`src/rtl/dot_product_sequencer.sv`:
```
// dot_product_sequencer
// Streams unsigned operand pairs through an external shift-add multiplier
// (Start/Ready handshake) and accumulates the products into a wide sum.
// The sum is presented with SumValid once the pair flagged last has been
// accumulated, and held until SumAck.
// Optional feature: define DOT_PRODUCT_SATURATE_EN to saturate the
// accumulator at all ones instead of wrapping on carry-out.
// ACC_WIDTH must be at least 2*DATA_WIDTH.

module dot_product_sequencer #(
    parameter int DATA_WIDTH = 16,
    parameter int ACC_WIDTH  = 40
) (
    input  logic                    Clk,
    input  logic                    Reset,
    input  logic [DATA_WIDTH-1:0]   InA,
    input  logic [DATA_WIDTH-1:0]   InB,
    input  logic                    InValid,
    input  logic                    InLast,
    output logic                    InReady,
    output logic [DATA_WIDTH-1:0]   MulA,
    output logic [DATA_WIDTH-1:0]   MulB,
    output logic                    MulStart,
    input  logic [2*DATA_WIDTH-1:0] MulProduct,
    input  logic                    MulReady,
    output logic [ACC_WIDTH-1:0]    Sum,
    output logic                    SumValid,
    input  logic                    SumAck,
    output logic [15:0]             Count,
    output logic                    Overflow
);

    typedef enum logic [2:0] {
        IDLE,
        START,
        WAIT,
        ACC,
        DONE
    } state_t;

    state_t                 state;
    logic                   last_q;
    logic [ACC_WIDTH:0]     prod_ext;
    logic [ACC_WIDTH:0]     sum_ext;
    logic                   carry;

    // Accumulator adder with one extra bit to expose the carry out.
    assign prod_ext = (ACC_WIDTH+1)'(MulProduct);
    assign sum_ext  = {1'b0, Sum} + prod_ext;
    assign carry    = sum_ext[ACC_WIDTH];

    // NOTE: InReady is combinational on MulReady so that after an abandoned
    // multiplication no pair is taken until the multiplier is idle again;
    // gating with Reset keeps it low while reset is held.
    assign InReady = (state == IDLE) && MulReady && !Reset;

    // Main sequencer: handshake with the source, drive the multiplier,
    // accumulate, and hold the final sum until acknowledged.
    // NOTE: all state here uses non-blocking assignments so every register
    // samples the pre-edge values of the others.
    always_ff @(posedge Clk or posedge Reset) begin
        if (Reset) begin
            state    <= IDLE;
            last_q   <= 1'b0;
            MulA     <= '0;
            MulB     <= '0;
            MulStart <= 1'b0;
            Sum      <= '0;
            SumValid <= 1'b0;
            Count    <= '0;
            Overflow <= 1'b0;
        end else begin
            case (state)
                IDLE: begin
                    if (InValid && InReady) begin
                        MulA     <= InA;
                        MulB     <= InB;
                        last_q   <= InLast;
                        MulStart <= 1'b1;
                        state    <= START;
                    end
                end
                START: begin
                    // Hold Start until the multiplier shows it has begun.
                    if (!MulReady) begin
                        MulStart <= 1'b0;
                        state    <= WAIT;
                    end
                end
                WAIT: begin
                    if (MulReady) begin
                        state <= ACC;
                    end
                end
                ACC: begin
`ifdef DOT_PRODUCT_SATURATE_EN
                    Sum <= carry ? '1 : sum_ext[ACC_WIDTH-1:0];
`else
                    Sum <= sum_ext[ACC_WIDTH-1:0];
`endif
                    if (Count != 16'hFFFF) begin
                        Count <= Count + 16'd1;
                    end
                    Overflow <= Overflow | carry;
                    if (last_q) begin
                        SumValid <= 1'b1;
                        state    <= DONE;
                    end else begin
                        state <= IDLE;
                    end
                end
                DONE: begin
                    if (SumAck) begin
                        Sum      <= '0;
                        Count    <= '0;
                        Overflow <= 1'b0;
                        SumValid <= 1'b0;
                        state    <= IDLE;
                    end
                end
                default: begin
                    state <= IDLE;
                end
            endcase
        end
    end

endmodule

```
`config.mk`:
```
export PLATFORM = sky130hd
export DESIGN_NAME = dot_product_sequencer
export DESIGN_NICKNAME = d
export VERILOG_FILES = /design/src/rtl/dot_product_sequencer.sv
export SDC_FILE = /design/constraint.sdc
export NUM_CORES = 1
export LEC_CHECK = 0
export BUFFER_PORTS_ARGS = -buffer_cell sky130_fd_sc_hd__buf_2
export CORE_ASPECT_RATIO = 1.25
export CORE_MARGIN = 5
export CORE_UTILIZATION = 30
export CTS_BUF_LIST = sky130_fd_sc_hd__clkbuf_4 sky130_fd_sc_hd__clkbuf_8
export DETAILED_ROUTE_END_ITERATION = 10
export HOLD_SLACK_MARGIN = 0.05
export SYNTH_ARGS = -nofsm -noshare
export SYNTH_HDL_FRONTEND = slang
export SYNTH_SLANG_ARGS = --single-unit
```
`constraint.sdc`:
```
create_clock -name Clk -period 9.3 [get_ports Clk]
set_clock_uncertainty 0.05 [all_clocks]
set_input_delay 2.79 -clock Clk [delete_from_list [all_inputs] [get_ports Clk]]
set_output_delay 2.79 -clock Clk [all_outputs]
set_load 0.01 [all_outputs]
```
# --- Word-level counts from Yosys, hierarchy flattened ---
# Index checks and enable logic that the tools add are counted.
classes:
  add_sub_neg: 2
  eq_ne: 11
  mux: 18
  bitwise: 1
  reduce_logical: 13
op_table:
  columns: ["cell", "n"]
  rows:
  - ["40-bit case mux with 2 select lines", 1]
  - ["40-bit by 32-bit adder with 41-bit output", 1]
  - ["40-bit two-way mux", 1]
  - ["16-bit two-way mux", 2]
  - ["16-bit case mux with 2 select lines", 1]
  - ["16-bit by 1-bit adder with 16-bit output (second input constant)", 1]
  - ["16-bit != test (second input constant)", 1]
  - ["3-bit two-way mux", 5]
  - ["3-bit case mux with 5 select lines", 1]
  - ["2-bit != test (second input constant)", 5]
  - ["3-bit AND reduction", 3]
  - ["3-bit by 2-bit == test with 1-bit output (second input constant)", 2]
  - ["1-bit case mux with 2 select lines", 3]
  - ["1-bit two-way mux", 4]
  - ["2-bit AND reduction", 2]
  - ["4-bit AND reduction", 1]
  - ["2-bit nonzero test", 2]
  - ["3-bit by 1-bit == test with 1-bit output (second input constant)", 1]
  - ["3-bit == test (second input constant)", 1]
  - ["1-bit logical AND", 3]
  - ["3-bit logical NOT", 1]
  - ["2-bit by 1-bit != test with 1-bit output (second input constant)", 1]
  - ["1-bit logical NOT", 1]
  - ["1-bit OR", 1]
totals:
  regBits: 95
  input_bits: 70
  out_inout_bits: 92
  word_cells: 54

# --- Longest topological paths before layout ---
# Gate-level depths: netlist of the first run.
depth:
  ltp_word: 6
  mapped_depth: 11

# --- Worst setup path after synthesis of the first run ---
# No wires, ideal clock.
synth_timing:
  path_kind: "input to output"
  startpoint: "input MulReady"
  endpoint: "output InReady"
  arrival_time_ns: 3.364
  required_ns: 6.460
  path_slack_ns: 3.096
  path_stages: 2
  cell_sequence: "inv_1 > nor4b_1"
synth_via:
  elab_chain_len: 2
synth_rtl:
  columns: ["item", "line", "rtl"]
  rows:
  - ["start, declared", "25", "input logic MulReady,"]
  - ["1-bit logical AND (2 in a row)", "55", "assign InReady = (state == IDLE) && MulReady && !Reset;"]
  - ["end, declared", "20", "output logic InReady,"]
# Every way passes these cells.

# --- Final worst setup path of the first run ---
# Ends and elaborated chain as after synthesis.

==> impl_metrics.tcl, run 1 <==
set metrics [dict create \
    status "complete, no violations" \
    ys_types 70 \
    ys_async_sr_fraction_pct 100.0 \
    maxCapViolations 0 \
    arrival_ps 3580 \
    postCtsSetupBuffers 0 \
    timing.rr.start "Sum[0]" \
    grt_pass1_vias 5104 \
    post-route-period-util_pct 69.07 \
    drv_slew 0 \
    antenna_found_initial 0 \
    fin_nets 857 \
    final_cells 990 \
    vias 5024 \
    synth_seq_cells 95 \
    synth_area_um2 5788 \
    setup_viol 0 \
    syn2layout_area_growth_pct 21.51 \
    regArea_um2 2377 \
    grt_pass1_wl_mm 25.90 \
    clkSlewWorstSetupHoldPaths_ps 110 \
    crit_path_start "MulReady" \
    viasPerCell 5.075 \
    num_io_pins 162 \
    min_path_type "reg -> reg" \
    antenna_cells 0 \
    cts.sinks 95 \
    rsz0062_at_grt "no" \
    synth_edf_count 0 \
    num-fill-cells 1956 \
    power_leakage_nw 3.400 \
    core_um2 18850 \
    wire_per_inst_um 16.10 \
    critPathRequiredTime_ps 6460 \
    tritoncts "yes" \
    io_buffers 161 \
    dp.cells 974 \
    drt-total-wl_mm 15.94 \
    period_minus_slack_ps 6423 \
    dr.first_iter.drc_count 143 \
    die_area_um2 22190 \
    drc 0 \
    gp_congestion 0.8264 \
    num_rows 56 \
    cts-resized-gates 0 \
    fmax_mhz 155.7 \
    yosys_warnings 0 \
    multiInputGateArea_um2 3234 \
    clk_latency_ps 380 \
    drt-pass1-iter-count 5 \
    syn-num-nets 707 \
    dp.final_hpwl_mm 11.81 \
    ir_worst_vdd_v 0.0001285 \
    ant_nets 0 \
    grt_max_degree 69 \
    grt_usage_pct 14.48 \
    worstSetupPathType "in -> out" \
    fp.dieW_um 134.2 \
    root_buffer "clkbuf_8" \
    cts_buffer_depth 2 \
    grt_overflow 0 \
    layout-drive-gt1-share_pct 32.06 \
    die_h_um 165.3 \
    htree_levels 3 \
    fin_setup_tns_ps 0 \
    synth_top_flop_cell "dfrtp_1" \
    hold_viol_final 0 \
    synth-seq-area-share_pct 41.07 \
    worst_slew_margin_rel_pct 52.51 \
    cts_buffers 9 \
    powerDensity_nw_per_um2 301.2 \
    initial_core_util_pct 30.71 \
    hp-start "MulB[8]" \
    worst_slew_pin_slew_ps 712.3 \
    hold_buffers 0 \
    start_kind "input pin" \
    synthCells 603 \
    crit_fanout 6 \
    cp-end-kind "output port" \
    syn_area_per_cell_um2 9.599 \
]
==> layout make-up <==
| type | instances | share of cell area, % |
|---|---|---|
| flip-flops and latches | 95 | 33.80 |
| clock inverters | 7 | 1.228 |
| repair buffers | 167 | 12.10 |
| multi-input cells | 462 | 45.99 |
| clock buffers | 9 | 1.761 |
| inverters | 18 | 0.9963 |
| well taps | 232 | 4.127 |
==> worst max-delay path, cell delays in order <==
cell and delay, ps:
buf_2 130, inv_1 60, nor4b_1 390, buf_2 210
==> flip-flops by register name (all words and copies together), names as in the netlist <==
name	cells
Count	16
MulA	16
MulB	16
MulStart	1
Overflow	1
Sum	40
SumValid	1
last_q	1
state	3
==> per-layer routing <==
layer  GRT usage (%)  share of wire [%]  vias up
li1                -                  -     2502
met1           17.98                 43     2348
met2           24.70                 48      162
met3           3.697                7.8       12
met4           4.630                1.4        0
met5               0                  0        -
==> where the power goes <==
group	internal [mW]	switching [mW]
Sequential	0.570	0.116
Clock	0.131	0.170
Combinational	0.488	0.644
==> synthesized netlist by cell type (all sizes together) (8+ instances only) <==
cell type | count | area share, %
nor2 | 32 | 2.3
dfrtp | 95 | 41
and2 | 8 | 0.91
xnor2 | 15 | 2.3
nor3 | 10 | 0.86
a21oi | 51 | 4.4
inv | 18 | 1.2
xor2 | 23 | 3.5
ha | 33 | 7.1
clkbuf | 24 | 1.6
a21o | 12 | 1.6
a31oi | 12 | 1.7
nand3 | 39 | 3.5
nand4 | 11 | 1.2
o21ai | 56 | 4.8
nand2 | 48 | 3.2
mux2 | 34 | 6.6
==> layout by cell type (no fill, tap or decap), types with 7 or more instances in the layout <==
| cell | Yosys | final |
|---|---|---|
| xor2_1 | 23 | 23 |
| a21o_1 | 12 | 12 |
| nor3_1 | 10 | 10 |
| nand3_1 | 38 | 38 |
| o31ai_1 | 7 | 7 |
| nand4_1 | 11 | 11 |
| a31oi_1 | 10 | 10 |
| nand2_1 | 46 | 46 |
| a21oi_1 | 51 | 51 |
| nor2_1 | 30 | 30 |
| o21ai_0 | 54 | 54 |
| buf_2 | 4 | 161 |
| mux2_2 | 34 | 34 |
| xnor2_1 | 15 | 15 |
| ha_1 | 33 | 33 |
| inv_1 | 15 | 14 |
| dfrtp_1 | 95 | 95 |
| clkbuf_8 | 0 | 9 |
==> cell families (layout without fill, tap and decap cells) <==
| family | count (synthesis) | in the layout | synth area share, % |
|---|---|---|---|
| XOR/XNOR | 38 | 38 | 5.750 |
| multiplexers | 36 | 36 | 6.961 |
| AO/OA/AOI/OAI | 180 | 180 | 20.49 |
| adder cells (fa/ha/maj) | 34 | 34 | 7.480 |
| flip-flops | 95 | 95 | 41.07 |
| AND/OR/NAND/NOR | 174 | 174 | 15.18 |
| buffers and inverters | 46 | 201 | 3.070 |
==> path summary, 6_finish.rpt <==
kind                             to  slack (ps)  cells after the start
min reg2reg                 MulB[8]         460                      1
max reg2reg                 Sum[38]        6080                     11
max                         InReady        2880                      4
min                         MulB[8]         460                      1
max in group asynchronous  MulA[13]        5650                      3
min in group asynchronous  state[0]        2420                      2
==> per-stage QoR <==
step	hold WS (ps)	total power, mW	instance area [um2]	utilization [%]	setup slack, ps
floorplan	441.3	1.479	5788	-	3096
global placement	428.8	1.826	6823	36.20	2875
detailed placement	433.5	1.834	6823	36.20	2865
CTS	463.1	2.151	7033	37.31	2855
global route	475.7	2.311	7033	37.31	2717
finish	459.2	2.118	7033	37.31	2877
Power figures use the tool's default switching activity.
==> run 2, diff against run 1 <==
==> constraint.sdc (replaced) <==
create_clock -name Clk -period 6.56 [get_ports Clk]
set_clock_uncertainty 0.05 [all_clocks]
set_input_delay 1.968 -clock Clk [delete_from_list [all_inputs] [get_ports Clk]]
set_output_delay 1.968 -clock Clk [all_outputs]
set_load 0.01 [all_outputs]
==> impl_metrics.tcl, run 2 (synthesis results as in run 1) <==
set metrics [dict create \
    timing.rr.start "Sum[0]" \
    worst_slew_pin_slew_ps 716.8 \
    crit_path_start "MulReady" \
    ant_nets 0 \
    route.met3.wl_mm 1.065 \
    postCtsSetupBuffers 0 \
    initial_core_util_pct 30.71 \
    antenna_found_initial 0 \
    num_io_pins 162 \
    final_cell_area_um2 7014 \
    cts_buffers 9 \
    io_buffers 161 \
    r2r_cells 11 \
    hold_viol_final 0 \
    dp.final_hpwl_mm 12.06 \
    worst_slew_margin_rel_pct 52.21 \
    grt_pass1_wl_mm 26.64 \
    vias 5050 \
    wire_per_inst_um 16.55 \
    htree_levels 3 \
    hold_buffers 0 \
    grt_overflow 0 \
    rsz0062_at_grt "no" \
    critPathRequiredTime_ps 4540 \
    cts_buffer_depth 2 \
    fin_nets 857 \
    cp-end-kind "output port" \
    grt_usage_pct 14.72 \
    root_buffer "clkbuf_8" \
    drc 0 \
    met2WireLength_mm 7.944 \
    ir_worst_vdd_v 0.0001789 \
    maxCapViolations 0 \
    period_minus_slack_ps 4782 \
    powerDensity_nw_per_um2 425.8 \
    viasPerCell 5.101 \
    power_leakage_nw 3.394 \
    clkSlewWorstSetupHoldPaths_ps 110 \
    fp.dieW_um 134.2 \
    min_path_type "reg -> reg" \
    tritoncts "yes" \
    topRoutingLayerUsed "met4" \
    gp_congestion 0.8677 \
    largest_reg_flops 40 \
    rr_endpoint "Sum[38]" \
    status "complete, no violations" \
    setup_viol 0 \
    dr.first_iter.drc_count 207 \
    grt_pass1_vias 5232 \
    die_area_um2 22190 \
    num_rows 56 \
    layout_commonest_cell "buf_2" \
    cts-resized-gates 0 \
    fmax_mhz 209.1 \
    arrival_ps 2760 \
    drt-pass1-iter-count 4 \
    fin_setup_tns_ps 0 \
    rrSetupSlack_ps 3390 \
    regMostFlops "Sum" \
    grt_max_degree 69 \
    syn2layout_area_growth_pct 21.18 \
    clk_latency_ps 380 \
    core_um2 18850 \
    endpoint "InReady" \
    drt-met1-wl_mm 7.173 \
    post-route-period-util_pct 72.90 \
    drv_slew 0 \
    crit_fanout 6 \
    place_area_um2 6823 \
    cts.sinks 95 \
    layout-drive-gt1-share_pct 32.06 \
    start_kind "input pin" \
    num-fill-cells 1932 \
    antenna_cells 0 \
    drt-total-wl_mm 16.39 \
    worstSetupPathType "in -> out" \
    die_h_um 165.3 \
    most-common-layout-cells "buf_2, dfrtp_1, o21ai_0" \
]
## run 2: metal layers
metal,vias up,GRT usage (%)
li1,2518,-
met3,13,3.576
met4,0,4.028
met5,-,0
met1,2373,18.28
met2,146,25.59
## run 2: worst max-delay path: stages
cell and delay [ps]:
buf_2 130, inv_1 60, nor4b_1 390, buf_2 210
## run 2: through the flow
step | utilization (%) | hold WS [ps] | total power, mW | std cells | setup WS (ps)
5_1_grt | 37.21 | 481.4 | 3.252 | 990 | 1683
3_3_place_gp | 36.20 | 429.2 | 2.598 | 974 | 1740
4_1_cts | 37.21 | 462.0 | 3.023 | 990 | 1755
2_1_floorplan | - | 441.3 | 2.096 | 603 | 2000
3_5_place_dp | 36.20 | 436.7 | 2.613 | 974 | 1677
6_report | 37.21 | 459.0 | 2.987 | 990 | 1778
## run 2: area by class of cell
cell class / instances / area (um2) / share of cell area [%]
Clock buffer: 9 / 123.9 / 1.766
Clock inverter: 7 / 67.56 / 0.9633
Inverter: 18 / 70.07 / 0.9989
Multi-Input combinational cell: 462 / 3234 / 46.11
Sequential cell: 95 / 2377 / 33.89
Tap cell: 232 / 290.3 / 4.138
Timing Repair Buffer: 167 / 850.8 / 12.13
## run 2: report_power, final
| group | switching, mW | leakage, nW | internal (mW) |
|---|---|---|---|
| combinational | 0.925 | 2.05 | 0.693 |
| sequential | 0.167 | 1.24 | 0.807 |
| clock | 0.247 | 0.0984 | 0.147 |
| total | 1.34 | 3.39 | 1.65 |
## run 2: worst min path at each step
stage             start  endpoint  slack (ps)  cells after the start
2_1_floorplan    last_q  SumValid         440                      1
3_3_place_gp   SumValid  SumValid         430                      1
3_5_place_dp   MulB[14]  MulB[14]         440                      1
4_1_cts         MulB[2]   MulB[2]         460                      1
5_1_grt         MulB[8]   MulB[8]         480                      1
6_report        MulB[8]   MulB[8]         460                      1
==> run 3, diff against run 2 <==
==> constraint.sdc (replaced) <==
create_clock -name Clk -period 4.6 [get_ports Clk]
set_clock_uncertainty 0.05 [all_clocks]
set_input_delay 1.38 -clock Clk [delete_from_list [all_inputs] [get_ports Clk]]
set_output_delay 1.38 -clock Clk [all_outputs]
set_load 0.01 [all_outputs]
==> impl_metrics.tcl, run 3 (synthesis results as in run 1) <==
set metrics [dict create \
    status "complete, no violations" \
    worstSetupPathType "in -> reg" \
    drv_slew 0 \
    gp_congestion 0.8429 \
    num_io_pins 162 \
    drt-pass1-iter-count 4 \
    ant_nets 0 \
    syn2layout_area_growth_pct 21.60 \
    met2WireLength_mm 7.967 \
    cts.sinks 95 \
    period_minus_slack_ps 3913 \
    fmax_mhz 255.5 \
    initial_core_util_pct 30.71 \
    htree_levels 3 \
    cts-resized-gates 0 \
    route.met3.wl_mm 1.279 \
    io_buffers 161 \
    cts_buffers 9 \
    crit_fanout 7 \
    powerDensity_nw_per_um2 611.7 \
    layout_commonest_cell "buf_2" \
    hold_viol_final 0 \
    die_h_um 165.3 \
    rsz0062_at_grt "no" \
    worst_slew_pin_slew_ps 748.8 \
    start_kind "input pin" \
    viasPerCell 5.168 \
    final_cells 991 \
    core_um2 18850 \
    grt_pass1_wl_mm 26.59 \
    topRoutingLayerUsed "met4" \
    grt_usage_pct 14.76 \
    num_rows 56 \
    grt_pass1_vias 5241 \
    dp.cells 975 \
    min_path_type "reg -> reg" \
    die_area_um2 22190 \
    grt_overflow 0 \
    tritoncts "yes" \
    vias 5121 \
    dr.first_iter.drc_count 342 \
    postCtsSetupBuffers 0 \
    slowest_stage "o41ai_4" \
    cp-end-kind "flip-flop" \
    fin_nets 858 \
    largest_reg_flops 40 \
    antenna_found_initial 0 \
    critical_path.cell_chain "buf_2 > ha_1 > inv_1 > fa_1 > and2b_1 > o2111ai_1 > nand2_2 > a31oi_4 > o41ai_4 > a41oi_2 > or3_1 > a21oi_1" \
    clkSlewWorstSetupHoldPaths_ps 100 \
    drt-total-wl_mm 16.36 \
    critPathRequiredTime_ps 4860 \
    ir_worst_vdd_v 0.0002683 \
    grt_max_degree 69 \
    clk_latency_ps 380 \
    wire_per_inst_um 16.51 \
    fin_setup_tns_ps 0 \
    power_leakage_nw 3.400 \
    worst-path-buf-inv 2 \
    max_stage_delay_ps 540 \
    arrival_ps 4170 \
    maxCapViolations 0 \
    drc 0 \
    fp.dieW_um 134.2 \
    cpLargestDelayFamily "compound AO/OA/AOI/OAI gates" \
    drt-met1-wl_mm 6.917 \
    utilization_pct 37.34 \
    post-route-period-util_pct 85.07 \
    antenna_cells 0 \
    dp.final_hpwl_mm 12.27 \
    layout-drive-gt1-share_pct 32.15 \
    setup_viol 0 \
    cts_buffer_depth 2 \
    worst_slew_margin_rel_pct 50.08 \
    hold_buffers 0 \
    most-common-layout-cells "buf_2, dfrtp_1, o21ai_0" \
    regMostFlops "Sum" \
    root_buffer "clkbuf_8" \
]
-- run 3: cell count changes in the layout (fill, tap and decap cells not counted), sizes merged --
cell,delta
buf,+1
bufinv,+1
clkbuf,+2
clkinv,-5
clkinvlp,+2
-- run 3: layer usage --
layer	track usage, %	vias up
met1	18.27	2428
met2	25.27	164
li1	-	2510
met5	0	-
met4	3.750	0
met3	4.364	19
-- run 3: through the flow --
stage / hold slack [ps] / total power, mW / setup slack [ps] / cell area (um2)
2_1_floorplan: 441.3 / 2.989 / 693.0 / 5788
3_3_place_gp: 425.0 / 3.707 / 369.6 / 6830
3_5_place_dp: 431.1 / 3.730 / 281.8 / 6830
4_1_cts: 458.0 / 4.360 / 677.7 / 7038
5_1_grt: 482.0 / 4.693 / 482.0 / 7038
6_report: 453.8 / 4.305 / 686.8 / 7038
-- run 3: tightest hold or removal path, cell delays in order (launching register included) --
cell	delay (ps)
dfrtp_1	360
o41ai_1	70
nand2_1	50
-- run 3: cell type report --
type	count	area, um2
sequential	95	2377
multi-input combinational	462	3234
inverter	18	70.07
fill	1930	11810
clock buffer	11	145.1
timing repair buffer	168	858.3
clock inverter	5	62.56
tap	232	290.3
-- run 3: worst paths after layout --
check | startpoint | depth (start not counted) | endpoint | slack (ps)
min | MulStart | 2 | MulStart | 450
min reg2reg | MulStart | 2 | MulStart | 450
max in group asynchronous | Reset | 3 | MulB[1] | 2620
min in group asynchronous | Reset | 2 | state[0] | 1100
max reg2reg | Sum[0] | 11 | Sum[38] | 1380
max | MulProduct[0] | 12 | Sum[38] | 690
-- run 3: report_power, final --
part,internal [mW],switching (mW),total (mW)
clock,0.277,0.327,0.603
combinational,0.989,1.32,2.31
sequential,1.15,0.238,1.39
total,2.42,1.89,4.31
